## src/rtl/multdiv_pkg.sv

```systemverilog
// Shared types and opcode classification helpers for the iterative multiply/divide unit.
package multdiv_pkg;

   typedef enum logic [2:0] {
      MD_MUL    = 3'd0,
      MD_MULH   = 3'd1,
      MD_MULHSU = 3'd2,
      MD_MULHU  = 3'd3,
      MD_DIV    = 3'd4,
      MD_DIVU   = 3'd5,
      MD_REM    = 3'd6,
      MD_REMU   = 3'd7
   } md_op_e;

   typedef enum logic [1:0] {
      ST_IDLE = 2'd0,
      ST_CALC = 2'd1,
      ST_FIX  = 2'd2,
      ST_DONE = 2'd3
   } md_state_e;

   function automatic logic is_div(md_op_e op);
      return (op == MD_DIV) || (op == MD_DIVU) || (op == MD_REM) || (op == MD_REMU);
   endfunction

   function automatic logic is_rem(md_op_e op);
      return (op == MD_REM) || (op == MD_REMU);
   endfunction

   // MUL is treated as signed*signed; its low half is identical either way.
   function automatic logic is_signed_a(md_op_e op);
      return (op == MD_MUL) || (op == MD_MULH) || (op == MD_MULHSU) ||
             (op == MD_DIV) || (op == MD_REM);
   endfunction

   function automatic logic is_signed_b(md_op_e op);
      return (op == MD_MUL) || (op == MD_MULH) || (op == MD_DIV) || (op == MD_REM);
   endfunction

endpackage

```

## src/rtl/multdiv_step.sv

```systemverilog
// One radix-2 step: shift-add multiply or restoring-divide on a 2*WIDTH accumulator.
module multdiv_step #(
   parameter int WIDTH = 32
) (
   input  logic               div_i,
   input  logic [WIDTH-1:0]   opnd_i,
   input  logic [2*WIDTH-1:0] acc_i,
   output logic [2*WIDTH-1:0] acc_o
);

   logic [WIDTH:0]   add_a;
   logic [WIDTH:0]   add_b;
   logic [WIDTH+1:0] sum;

   // Divide packs {remainder, quotient}; the carry out of the subtract means no borrow.
   always_comb begin
      if (div_i) begin
         add_a = acc_i[2*WIDTH-1:WIDTH-1];
         add_b = ~{1'b0, opnd_i};
      end else begin
         add_a = {1'b0, acc_i[2*WIDTH-1:WIDTH]};
         add_b = acc_i[0] ? {1'b0, opnd_i} : '0;
      end
      sum = {1'b0, add_a} + {1'b0, add_b} + {{(WIDTH+1){1'b0}}, div_i};
      if (div_i) begin
         if (sum[WIDTH+1]) begin
            acc_o = {sum[WIDTH-1:0], acc_i[WIDTH-2:0], 1'b1};
         end else begin
            acc_o = {acc_i[2*WIDTH-2:0], 1'b0};
         end
      end else begin
         acc_o = {sum[WIDTH:0], acc_i[WIDTH-1:1]};
      end
   end

endmodule

```

## src/rtl/multdiv_iter_param.sv

```systemverilog
// Iterative RISC-V M-extension multiply/divide with valid/ready handshakes and kill.
//
//   state | meaning
//   IDLE  | ready for a request; operands latched on accept
//   CALC  | UNROLL magnitude steps per cycle, down-counter to zero
//   FIX   | sign correction and half/quotient/remainder select
//   DONE  | response valid, held until resp_ready_i
module multdiv_iter_param
   import multdiv_pkg::*;
#(
   parameter int WIDTH  = 32,
   parameter int UNROLL = 1
) (
   input  logic             clk_i,
   input  logic             rst_i,
   input  logic             req_valid_i,
   output logic             req_ready_o,
   input  logic [2:0]       op_i,
   input  logic [WIDTH-1:0] op_a_i,
   input  logic [WIDTH-1:0] op_b_i,
   input  logic             kill_i,
   output logic             resp_valid_o,
   input  logic             resp_ready_i,
   output logic [WIDTH-1:0] result_o,
   output logic             busy_o
);

   localparam int ITERS = WIDTH / UNROLL;
   localparam int CW    = (ITERS > 1) ? $clog2(ITERS) : 1;
   localparam logic [CW-1:0]    CNT_INIT = CW'(ITERS - 1);
   localparam logic [WIDTH-1:0] MIN_VAL  = {1'b1, {(WIDTH-1){1'b0}}};

   md_state_e          state_q, state_d;
   md_op_e             op_q, op_d;
   logic               neg_q, neg_d;
   logic [2*WIDTH-1:0] acc_q, acc_d;
   logic [WIDTH-1:0]   opnd_q, opnd_d;
   logic [CW-1:0]      cnt_q, cnt_d;
   logic [WIDTH-1:0]   result_q, result_d;

   md_op_e             req_op;
   logic               a_neg, b_neg;
   logic [WIDTH-1:0]   abs_a, abs_b;
   logic [2*WIDTH-1:0] fix_src, fix_neg;
   logic [WIDTH-1:0]   fix_res;
   logic               div_mode;
   logic [2*WIDTH-1:0] step_acc [UNROLL+1];

   assign req_op   = md_op_e'(op_i);
   assign a_neg    = is_signed_a(req_op) && op_a_i[WIDTH-1];
   assign b_neg    = is_signed_b(req_op) && op_b_i[WIDTH-1];
   assign abs_a    = a_neg ? -op_a_i : op_a_i;
   assign abs_b    = b_neg ? -op_b_i : op_b_i;
   assign div_mode = is_div(op_q);

   assign step_acc[0] = acc_q;
   for (genvar i = 0; i < UNROLL; i++) begin : g_step
      multdiv_step #(.WIDTH(WIDTH)) u_step (
         .div_i  (div_mode),
         .opnd_i (opnd_q),
         .acc_i  (step_acc[i]),
         .acc_o  (step_acc[i+1])
      );
   end

   // One shared negator covers product, quotient and remainder.
   always_comb begin
      if (!div_mode) begin
         fix_src = acc_q;
      end else if (is_rem(op_q)) begin
         fix_src = {{WIDTH{1'b0}}, acc_q[2*WIDTH-1:WIDTH]};
      end else begin
         fix_src = {{WIDTH{1'b0}}, acc_q[WIDTH-1:0]};
      end
      fix_neg = neg_q ? -fix_src : fix_src;
      if ((op_q == MD_MUL) || div_mode) begin
         fix_res = fix_neg[WIDTH-1:0];
      end else begin
         fix_res = fix_neg[2*WIDTH-1:WIDTH];
      end
   end

   always_comb begin
      state_d  = state_q;
      op_d     = op_q;
      neg_d    = neg_q;
      acc_d    = acc_q;
      opnd_d   = opnd_q;
      cnt_d    = cnt_q;
      result_d = result_q;
      case (state_q)
         ST_IDLE: begin
            if (req_valid_i && !kill_i) begin
               op_d  = req_op;
               neg_d = is_rem(req_op) ? a_neg : (a_neg ^ b_neg);
               cnt_d = CNT_INIT;
               if (is_div(req_op)) begin
                  acc_d  = {{WIDTH{1'b0}}, abs_a};
                  opnd_d = abs_b;
               end else begin
                  acc_d  = {{WIDTH{1'b0}}, abs_b};
                  opnd_d = abs_a;
               end
               if (is_div(req_op) && (op_b_i == '0)) begin
                  result_d = is_rem(req_op) ? op_a_i : '1;
                  state_d  = ST_DONE;
               end else if (is_div(req_op) && is_signed_a(req_op) &&
                            (op_a_i == MIN_VAL) && (op_b_i == '1)) begin
                  result_d = is_rem(req_op) ? '0 : MIN_VAL;
                  state_d  = ST_DONE;
               end else begin
                  state_d = ST_CALC;
               end
            end
         end
         ST_CALC: begin
            if (kill_i) begin
               state_d = ST_IDLE;
            end else begin
               acc_d = step_acc[UNROLL];
               if (cnt_q == '0) begin
                  state_d = ST_FIX;
               end else begin
                  cnt_d = cnt_q - 1'b1;
               end
            end
         end
         ST_FIX: begin
            if (kill_i) begin
               state_d = ST_IDLE;
            end else begin
               result_d = fix_res;
               state_d  = ST_DONE;
            end
         end
         ST_DONE: begin
            if (resp_ready_i) begin
               state_d = ST_IDLE;
            end
         end
         default: state_d = ST_IDLE;
      endcase
   end

   always_ff @(posedge clk_i) begin
      if (rst_i) begin
         state_q  <= ST_IDLE;
         op_q     <= MD_MUL;
         neg_q    <= 1'b0;
         acc_q    <= '0;
         opnd_q   <= '0;
         cnt_q    <= '0;
         result_q <= '0;
      end else begin
         state_q  <= state_d;
         op_q     <= op_d;
         neg_q    <= neg_d;
         acc_q    <= acc_d;
         opnd_q   <= opnd_d;
         cnt_q    <= cnt_d;
         result_q <= result_d;
      end
   end

   assign req_ready_o  = (state_q == ST_IDLE);
   assign resp_valid_o = (state_q == ST_DONE);
   assign busy_o       = (state_q != ST_IDLE);
   assign result_o     = result_q;

endmodule

```

## config.mk

```make
export PLATFORM = sky130hd
export DESIGN_NAME = multdiv_iter_param
export DESIGN_NICKNAME = d
export VERILOG_FILES = /design/src/rtl/multdiv_pkg.sv /design/src/rtl/multdiv_step.sv /design/src/rtl/multdiv_iter_param.sv
export SDC_FILE = /design/constraint.sdc
export NUM_CORES = 1
export LEC_CHECK = 0
export CORE_MARGIN = 2
export CORE_UTILIZATION = 50
export DETAILED_ROUTE_END_ITERATION = 8
export PLACE_DENSITY_LB_ADDON = 0.25
export SKIP_LAST_GASP = 1
export SYNTH_ARGS = -nofsm -noshare
export SYNTH_HDL_FRONTEND = slang
export SYNTH_HIERARCHICAL = 1
export SYNTH_SLANG_ARGS = --single-unit
```

## constraint.sdc

```tcl
create_clock -name clk_i -period 7.2 [get_ports clk_i]
set_input_delay 2.16 -clock clk_i [delete_from_list [all_inputs] [get_ports clk_i]]
set_output_delay 2.16 -clock clk_i [all_outputs]
set_load 0.05 [all_outputs]
```

* After elaboration in Yosys (flattened, before gate mapping)
Index checks and enable logic that the tools add are counted.
** Operators by class
- Eq/ne operators :: 22
- Add/sub/neg operators :: 6
- Bitwise gates (word level) :: 2
- Reduce and logical (&&, ||, !) cells :: 36
- Multiplexer cells :: 36
** Operators by type and width (count)
- 32-bit 2-to-1 mux :: 13
- 64-bit 2-to-1 mux :: 6
- 64-bit case mux with 2 select lines :: 1
- 33-bit 2-to-1 mux :: 2
- 32-bit == test, second input constant :: 2
- 32-bit negator :: 2
- 64-bit negator :: 1
- 32-bit case mux with 2 select lines :: 1
- 33-bit by 33-bit adder with 34-bit output :: 1
- 34-bit by 1-bit adder with 34-bit output :: 1
- 32-bit inverter with 33-bit output :: 1
- 32-bit zero test :: 1
- 3-bit == test, second input constant :: 8
- 1-bit logical OR :: 15
- 5-bit 2-to-1 mux :: 3
- 2-bit 2-to-1 mux :: 7
- 5-bit case mux with 2 select lines :: 1
- 2-bit case mux with 4 select lines :: 1
- 4-bit AND reduction :: 2
- 1-bit logical AND :: 7
- 3-bit zero test :: 2
- 2-bit != test, second input constant :: 3
- 3-bit AND reduction :: 2
- 2-bit nonzero test :: 3
- 14 further kinds :: 16
** Word-level totals
- Output and inout port bits :: 35
- Input bits :: 72
- Logic and storage cells :: 109
- Flip-flop bits (word level) :: 139

* Longest topological paths before layout
Gate-level depths: netlist of run 1.
- Word-level depth :: 12
- Mapped depth :: 26
- Depth with buffers taken out :: 15

* Modules after synthesis
The synthesis of run 1 kept the hierarchy.
** By module, submodules not included
- multdiv_iter_param :: seq. area each 2782.7 µm², times used 1, cells each 1472, area an instance 10785.3 µm²
- multdiv_step :: seq. area each 0.0 µm², times used 1, cells each 505, area an instance 3589.7 µm²

* Worst setup path before layout of run 1
OpenSTA, ideal clock, no wires.
- Path type :: register to register
- Start :: reg op_q[2]
- End :: reg acc_q[62]
- Buffers on the path :: 10
- Stages on the path, launching flop included :: 25
- Slack :: 2070 ps
- Period minus slack after synthesis :: 5130 ps
- Data required time :: 7130 ps
- Library setup time :: 70 ps
- Arrival time :: 5060 ps
- Cells stage by stage :: dfxtp_1 > buf_6 > buf_6 > buf_6 > buf_4 > clkbuf_1 > clkbuf_1 > clkbuf_1 > clkbuf_1 > clkbuf_1 > clkbuf_1 > mux2i_1 > fa_1 > inv_1 > fa_1 > a21oi_1 > o2111ai_2 > o211ai_2 > a31oi_4 > a41oi_1 > o31ai_2 > or3_1 > o211ai_1 > nand3_1 > a21oi_1
** RTL lines
- start, declared :: RTL line multdiv_iter_param.sv:34 : md_op_e op_q, op_d;
- start signal, assigned :: RTL line multdiv_iter_param.sv:156 : op_q <= op_d;
- end signal, assigned :: RTL line multdiv_iter_param.sv:150 : acc_q <= '0;
- end signal, assigned :: RTL line multdiv_iter_param.sv:158 : acc_q <= acc_d;
- end, declared :: RTL line multdiv_iter_param.sv:36 : logic [2*WIDTH-1:0] acc_q, acc_d;

* Final worst setup path of run 1
- Start :: in op_b_i[0]
- End :: reg result_q[0] (netlist: result_o[0])
** On the way
- Word-level cells in the longest chain between the ends :: 5
- Elaborated cells between the ends (all ways) :: 9
- Those cells by class :: eq/ne (2); mux (3); reduce/logical (4)
** RTL lines
- start, declared :: RTL line multdiv_iter_param.sv:20 : input logic [WIDTH-1:0] op_b_i,
- 32-bit zero test :: RTL line multdiv_iter_param.sv:104 : if (is_div(req_op) && (op_b_i == '0)) begin
- 1-bit logical AND :: RTL line multdiv_iter_param.sv:104
- 32-bit 2-to-1 mux :: RTL line multdiv_iter_param.sv:104
- 32-bit 2-to-1 mux :: RTL line multdiv_iter_param.sv:93 : if (req_valid_i && !kill_i) begin
- 32-bit case mux with 2 select lines :: RTL line multdiv_iter_param.sv:91 : case (state_q)
- end signal, assigned :: RTL line multdiv_iter_param.sv:161 : result_q <= result_d;
- end, declared :: RTL line multdiv_iter_param.sv:39 : logic [WIDTH-1:0] result_q, result_d;
Parallel ways exist; a longest one is shown, timed or not. The select of a mux whose other input is x is not followed.
A chain may end at the register's enable or synchronous reset.

==> flow_summary_export.csv, run 1 <==
group,metric,value,unit
detailed_routing,wl_per_cell,24.0,um
timing,hold_viol,0,
pwr,p_leak,5.67,nW
clock_tree,clkTransAtPathRegs,70,ps
clock_tree,postCtsHoldBufs,0,
global_route,grt_use_total,36.6,%
clock_tree,numCtsBuffers,17,
cells_and_area,drive_above_1_share,9.71,%
yosys,synth.area.top_cells,"dfxtp_1 19%, nand2_1 6.2%, a21oi_1 5.7%, mux2_2 5.6%, xnor2_1 4.8%",
timing,finalSetupTns,0,ps
yosys,syn_nets,2088,
yosys,synth_edf_count,0,
worst_hold_path,min_from,"result_o[17]",
clock_tree,cts_tree,"done",
global_route,antenna_found_initial,0,
die,initial_utilization,50.5,%
setup_path,arrival,5620,ps
setup_path,startpoint,"op_b_i[0]",
pwr,power.density,162,nW/um^2
clock_tree,clk_latency,460,ps
cells_and_area,nets,2066,
timing,skew,13.5,ps
die,io_pins,107,
clock_tree,htreeDepth,4,
detailed_routing,vias,15912,
detailed_routing,ant_nets,0,
timing,final_max_slew_viol_count,0,
yosys,synth.distinct_cells,96,
yosys,synth_seq_cells,139,
yosys,syn-cell-area,14400,sq um
timing,worstMarginPinSlew,1100,ps
placed_design,hpwl,41.5,mm
setup_path,end_kind,"flop",
placed_design,place_ws,1600,ps
global_route,grt_pass1_wl,86.0,mm
detailed_routing,firstDrtPassIters,6,
global_route,grt_max_degree,126,
global_route,overflow,0,
yosys,ys.flop_type,"dfxtp_1",
yosys,async_reset_ff_share,0,%
setup_path,path_max_fanout,20,
clock_tree,cts.sinks,139,
global_route,grt_pass1_vias,14278,
die,fp-row-count,62,
die,die-area,30100,sq um
yosys,yosys.area.top_type_share,19.4,%
clock_tree,root_buffer,"clkbuf_16",
clock_tree,cts_setup_buffers,0,
setup_path,path_class,"input port to flop",
yosys,synth_common_cells,"237 x nand2_1, 165 x a21oi_1, 160 x nor2_1",
timing,fmax,191,MHz
yosys,ys_warn_count,6,
yosys,synth-seq-area-share,19.4,%
placed_design,dpl.cell_count,2320,
yosys,synth_area_leader_cell,"dfxtp_1",
yosys,postSynthCellCount,1977,
die,die_x,174,um
die,fp.dieH,174,um
worst_hold_path,hold_path_class,"flop to flop",
setup_path,startpoint_type,"input port",
yosys,yosysMostFrequentCell,"nand2_1",
clock_tree,clk_path_buf_depth,2,
timing,timing.final.crit_share,72.7,%
timing,grt_setup_unrepaired,"false",
placed_design,globalplace.congestion,0.998,
cells_and_area,layout.cells.non_filler,2352,
timing,holdWs,452,ps
detailed_routing,drcViolationCount,0,
placed_design,port_buffers,106,
setup_path,critical_path_required,7590,ps
detailed_routing,wl,56.3,mm
timing,period_needed,5230,ps
die,core_area,28500,sq um
cells_and_area,insertedDiodeCount,0,
detailed_routing,drt_iter0_drc,2316,
setup_path,r2r_start,"op_q[2]",
job,max_cap_viol_count,0,
detailed_routing,drt-vias-per-instance,6.77,
outcome,outcome,"finished, final reports clean",
cells_and_area,fin_area,15900,sq um
placed_design,postPlaceCellArea,15400,sq um
timing,setup_violations,0,
timing,layout_setup_ws,1970,ps
cells_and_area,syn_to_final_growth,10.9,%
timing,relSlewSlack,26.7,%
yosys,postSynthAreaPerCell,7.27,sq um
clock_tree,cts_resized,0,
pwr,ir_drop,0.185,mV
worst max-delay path: stages:
cell	delay (ps)
clkdlybuf4s50_1	490
inv_1	110
ha_1	160
nor3b_1	440
nand4_1	400
nor3_1	310
a22o_2	260
and2_1	670
o21ai_0	270
a21o_1	210
o21ai_0	120
flip-flops by register name, summed over array words and instances, names as in the netlist:
signal,count
neg_q,1
acc_q,64
result_o,32
opnd_q,32
state_q,2
op_q,3
cnt_q,5
layout make-up:
type | count | area, sq um
Fill cell | 2758 | 12500
Clock inverter | 14 | 141
Timing Repair Buffer | 128 | 1230
Clock buffer | 18 | 439
Multi-Input combinational cell | 1637 | 10700
Tap cell | 384 | 480
Inverter | 32 | 120
Sequential cell | 139 | 2790
where the power goes:
part           internal (mW)  total (mW)  switching, mW  leakage, nW
combinational          0.279       0.790          0.511         4.25
sequential             0.807       0.867         0.0602         1.13
clock                  0.471       0.923          0.452        0.285
total                   1.56        2.58           1.02         5.67
routing by layer:
metal | share of wire, % | wire length (um) | track usage, % | vias to the layer above
met5 | 0 | 0 | 0 | -
met4 | 4.8 | 2720 | 17.3 | 0
met3 | 9.8 | 5540 | 7.08 | 158
met2 | 44 | 24800 | 56.0 | 918
met1 | 41 | 23300 | 49.6 | 7550
li1 | - | - | - | 7286
layout by cell type, fill, tap and decap left out, types with 8 or more instances in the layout:
master,n
nand4_1,18
xor2_1,50
o31ai_1,31
mux2_2,72
a211oi_1,45
or3_1,17
a221o_1,10
or4_1,9
nand2_1,237
a21o_1,18
a31oi_1,31
clkbuf_16,17
nor4_1,17
nor3_1,53
and3_1,18
o21ai_0,129
ha_1,37
o211ai_1,41
nor4bb_1,8
o41ai_1,15
nand3_1,92
inv_1,31
and2_1,13
a41oi_1,8
o221ai_1,16
nor2_1,158
mux2i_1,56
o21a_1,10
o21ai_1,20
buf_4,22
dfxtp_1,138
nand2b_1,9
clkdlybuf4s50_1,104
a21oi_1,165
o22ai_1,15
xnor2_1,79
cells by family (layout without fill, tap and decap cells):
logic type | after synthesis | after routing | share of synthesized area, %
buffers and inverters | 201 | 192 | 6.17
DFF | 139 | 139 | 19.4
muxes | 128 | 128 | 9.54
xor gates and xnor gates | 129 | 129 | 7.86
and+or+nand+nor | 701 | 701 | 24.0
AOI/OAI and AO/OA | 640 | 640 | 29.6
adders and majority gates | 39 | 39 | 3.50
final timing paths:
kind                            slack [ps]      endpoint  depth (start not counted)
worst max register to register        2210     acc_q[46]                         14
worst max-delay path                  1970   result_o[0]                         11
worst min register to register         450  result_o[17]                          2
worst min-delay path                   450  result_o[17]                          2
metrics by stage:
stage,util [%],power (mW)
after floorplan,-,1.38
final,56.0,2.58
after detailed placement,54.0,1.64
after global placement,54.0,1.63
after CTS,56.0,2.55
after global routing,56.0,2.67
No activity file was read; power rests on OpenSTA's default activity.
==> inputs of run 2 (changes only) <==
==> constraint.sdc (replaced) <==
create_clock -name clk_i -period 4.26 [get_ports clk_i]
set_input_delay 1.278 -clock clk_i [delete_from_list [all_inputs] [get_ports clk_i]]
set_output_delay 1.278 -clock clk_i [all_outputs]
set_load 0.05 [all_outputs]
==> run 2 against run 1 <==
Clock power increased by 63%. Register-to-register slack lost 2000 ps. Flip-flop and latch count unchanged. Sequential share of layout area shrank 0.87 points. Final area grew 5.2%. Critical path type is now flop to flop. Largest power group unchanged.
==> flow_summary_export.csv, run 2 (same netlist as run 1, synthesis figures left out) <==
group,metric,value,unit
cells_and_area,nets,2164,
setup_path,cp_num_buf_inv,1,
cells_and_area,insertedDiodeCount,0,
global_route,grt_busiest_layer,"met2",
setup_path,cp_cell_sequence,"nor2b_2 > mux2i_1 > fa_2 > inv_1 > fa_1 > a21oi_2 > o2111ai_2 > o211ai_2 > a31oi_4 > a41oi_2 > o31ai_2 > a31oi_1 > o22ai_1 > nand3_1 > a21oi_1",
setup_path,startpoint_type,"flop",
pwr,p_leak,6.17,nW
cells_and_area,syn_to_final_growth,16.8,%
setup_path,crit_path_top_delay_cell,"dfxtp_1",
global_route,grt_pass1_wl,91.2,mm
die,die_x,174,um
clock_tree,clk_path_buf_depth,2,
cells_and_area,largest_reg_flops,64,
worst_hold_path,hold_path_class,"flop to flop",
clock_tree,cts.sinks,139,
setup_path,critical_path_required,4620,ps
timing,final_max_slew_viol_count,0,
pwr,power.density,262,nW/um^2
global_route,gr-usage-met3,7.50,%
cells_and_area,nFillCells,2679,
placed_design,port_buffers,106,
clock_tree,cts_resized,0,
clock_tree,clk_latency,460,ps
timing,period_needed,4020,ps
global_route,grt_use_total,39.3,%
setup_path,max_stage_delay,510,ps
placed_design,globalplace.congestion,1.00,
timing,worstMarginPinSlew,1130,ps
job,max_cap_viol_count,0,
die,die-area,30100,sq um
clock_tree,root_buffer,"clkbuf_16",
cells_and_area,regMostFlops,"acc_q",
setup_path,end_kind,"flop",
clock_tree,numCtsBuffers,17,
timing,skew,17.7,ps
global_route,grt_max_degree,108,
clock_tree,cts_setup_buffers,0,
setup_path,path_class,"flop to flop",
detailed_routing,ant_nets,0,
clock_tree,postCtsHoldBufs,0,
die,io_pins,107,
cells_and_area,ff_latch_area,2790,sq um
detailed_routing,firstDrtPassIters,6,
setup_path,path_max_fanout,7,
timing,timing.final.crit_share,94.3,%
clock_tree,clkTransAtPathRegs,70,ps
detailed_routing,drt-vias-per-instance,6.61,
detailed_routing,vias,16196,
cells_and_area,final_cell_mix,"237 x nand2_1, 164 x a21oi_1, 158 x nor2_1, 138 x dfxtp_1, 129 x o21ai_0",
global_route,grtUsageMet2,62.5,%
detailed_routing,wl_per_cell,24.7,um
timing,grt_setup_unrepaired,"false",
detailed_routing,wl,60.5,mm
die,fp-row-count,62,
global_route,antenna_found_initial,0,
global_route,overflow,0,
setup_path,critPathTopFamily,"compound AO/OA/AOI/OAI gates",
global_route,grt_pass1_vias,15087,
cells_and_area,multiInputGateArea,10800,sq um
detailed_routing,drcViolationCount,0,
cells_and_area,fin_area,16800,sq um
timing,fmax,249,MHz
die,initial_utilization,50.5,%
placed_design,postPlaceCellArea,16200,sq um
timing,setup_violations,0,
detailed_routing,drt_iter0_drc,2167,
outcome,outcome,"finished, final reports clean",
cells_and_area,final_common_cell,"nand2_1",
die,core_area,28500,sq um
timing,holdWs,445,ps
global_route,met1_usage,50.7,%
cells_and_area,drive_above_1_share,14.2,%
timing,hold_viol,0,
die,fp.dieH,174,um
clock_tree,htreeDepth,4,
placed_design,hpwl,46.9,mm
timing,relSlewSlack,24.8,%
pwr,ir_drop,0.263,mV
clock_tree,cts_tree,"done",
setup_path,arrival,4380,ps
[run 2: layer usage]
layer	wire, um	vias up	part of all wire [%]
met5	0	-	0
met4	3460	0	5.7
met3	5300	171	8.8
met2	27000	851	45
met1	24700	7672	41
li1	-	7502	-
[run 2: per-stage QoR]
step	instances	util, %	power (mW)	TNS (ps)	setup slack, ps
global placement	2418	56.9	2.87	0	50.5
finish	2450	59.0	4.40	0	244
CTS	2450	59.0	4.36	0	321
floorplan	1977	-	2.34	-32.6	-32.6
global route	2450	59.0	4.54	0	2.73
detailed placement	2418	56.9	2.88	0	50.2
[run 2: area by class of cell]
cell class / count / area share (%)
Clock buffer: 17 / 2.53
Clock inverter: 15 / 0.872
Inverter: 32 / 0.716
Multi-Input combinational cell: 1637 / 64.2
Sequential cell: 139 / 16.6
Tap cell: 384 / 2.86
Timing Repair Buffer: 226 / 12.2
[run 2: where the power goes]
part / internal, mW / switching (mW)
combinational: 0.535 / 0.890
clock: 0.776 / 0.719
sequential: 1.36 / 0.113
total: 2.68 / 1.72
[run 2: final timing paths]
check / from / endpoint / slack [ps] / cells past startpoint
setup / recovery: acc_q[0] / acc_q[63] / 240 / 15
hold / removal: result_o[28] / result_o[28] / 440 / 2
setup reg to reg: acc_q[0] / acc_q[63] / 240 / 15
hold reg to reg: result_o[28] / result_o[28] / 440 / 2
[run 2: worst reg2reg max path: cells and delay by family, from the launching register on]
kind	cells	cell delay, ps
AO/OA/AOI/OAI	9	2110
adder cells (fa/ha/maj)	2	610
multiplexers	1	160
buffers and inverters	1	70
AND/OR/NAND/NOR	2	470
flip-flops	1	510
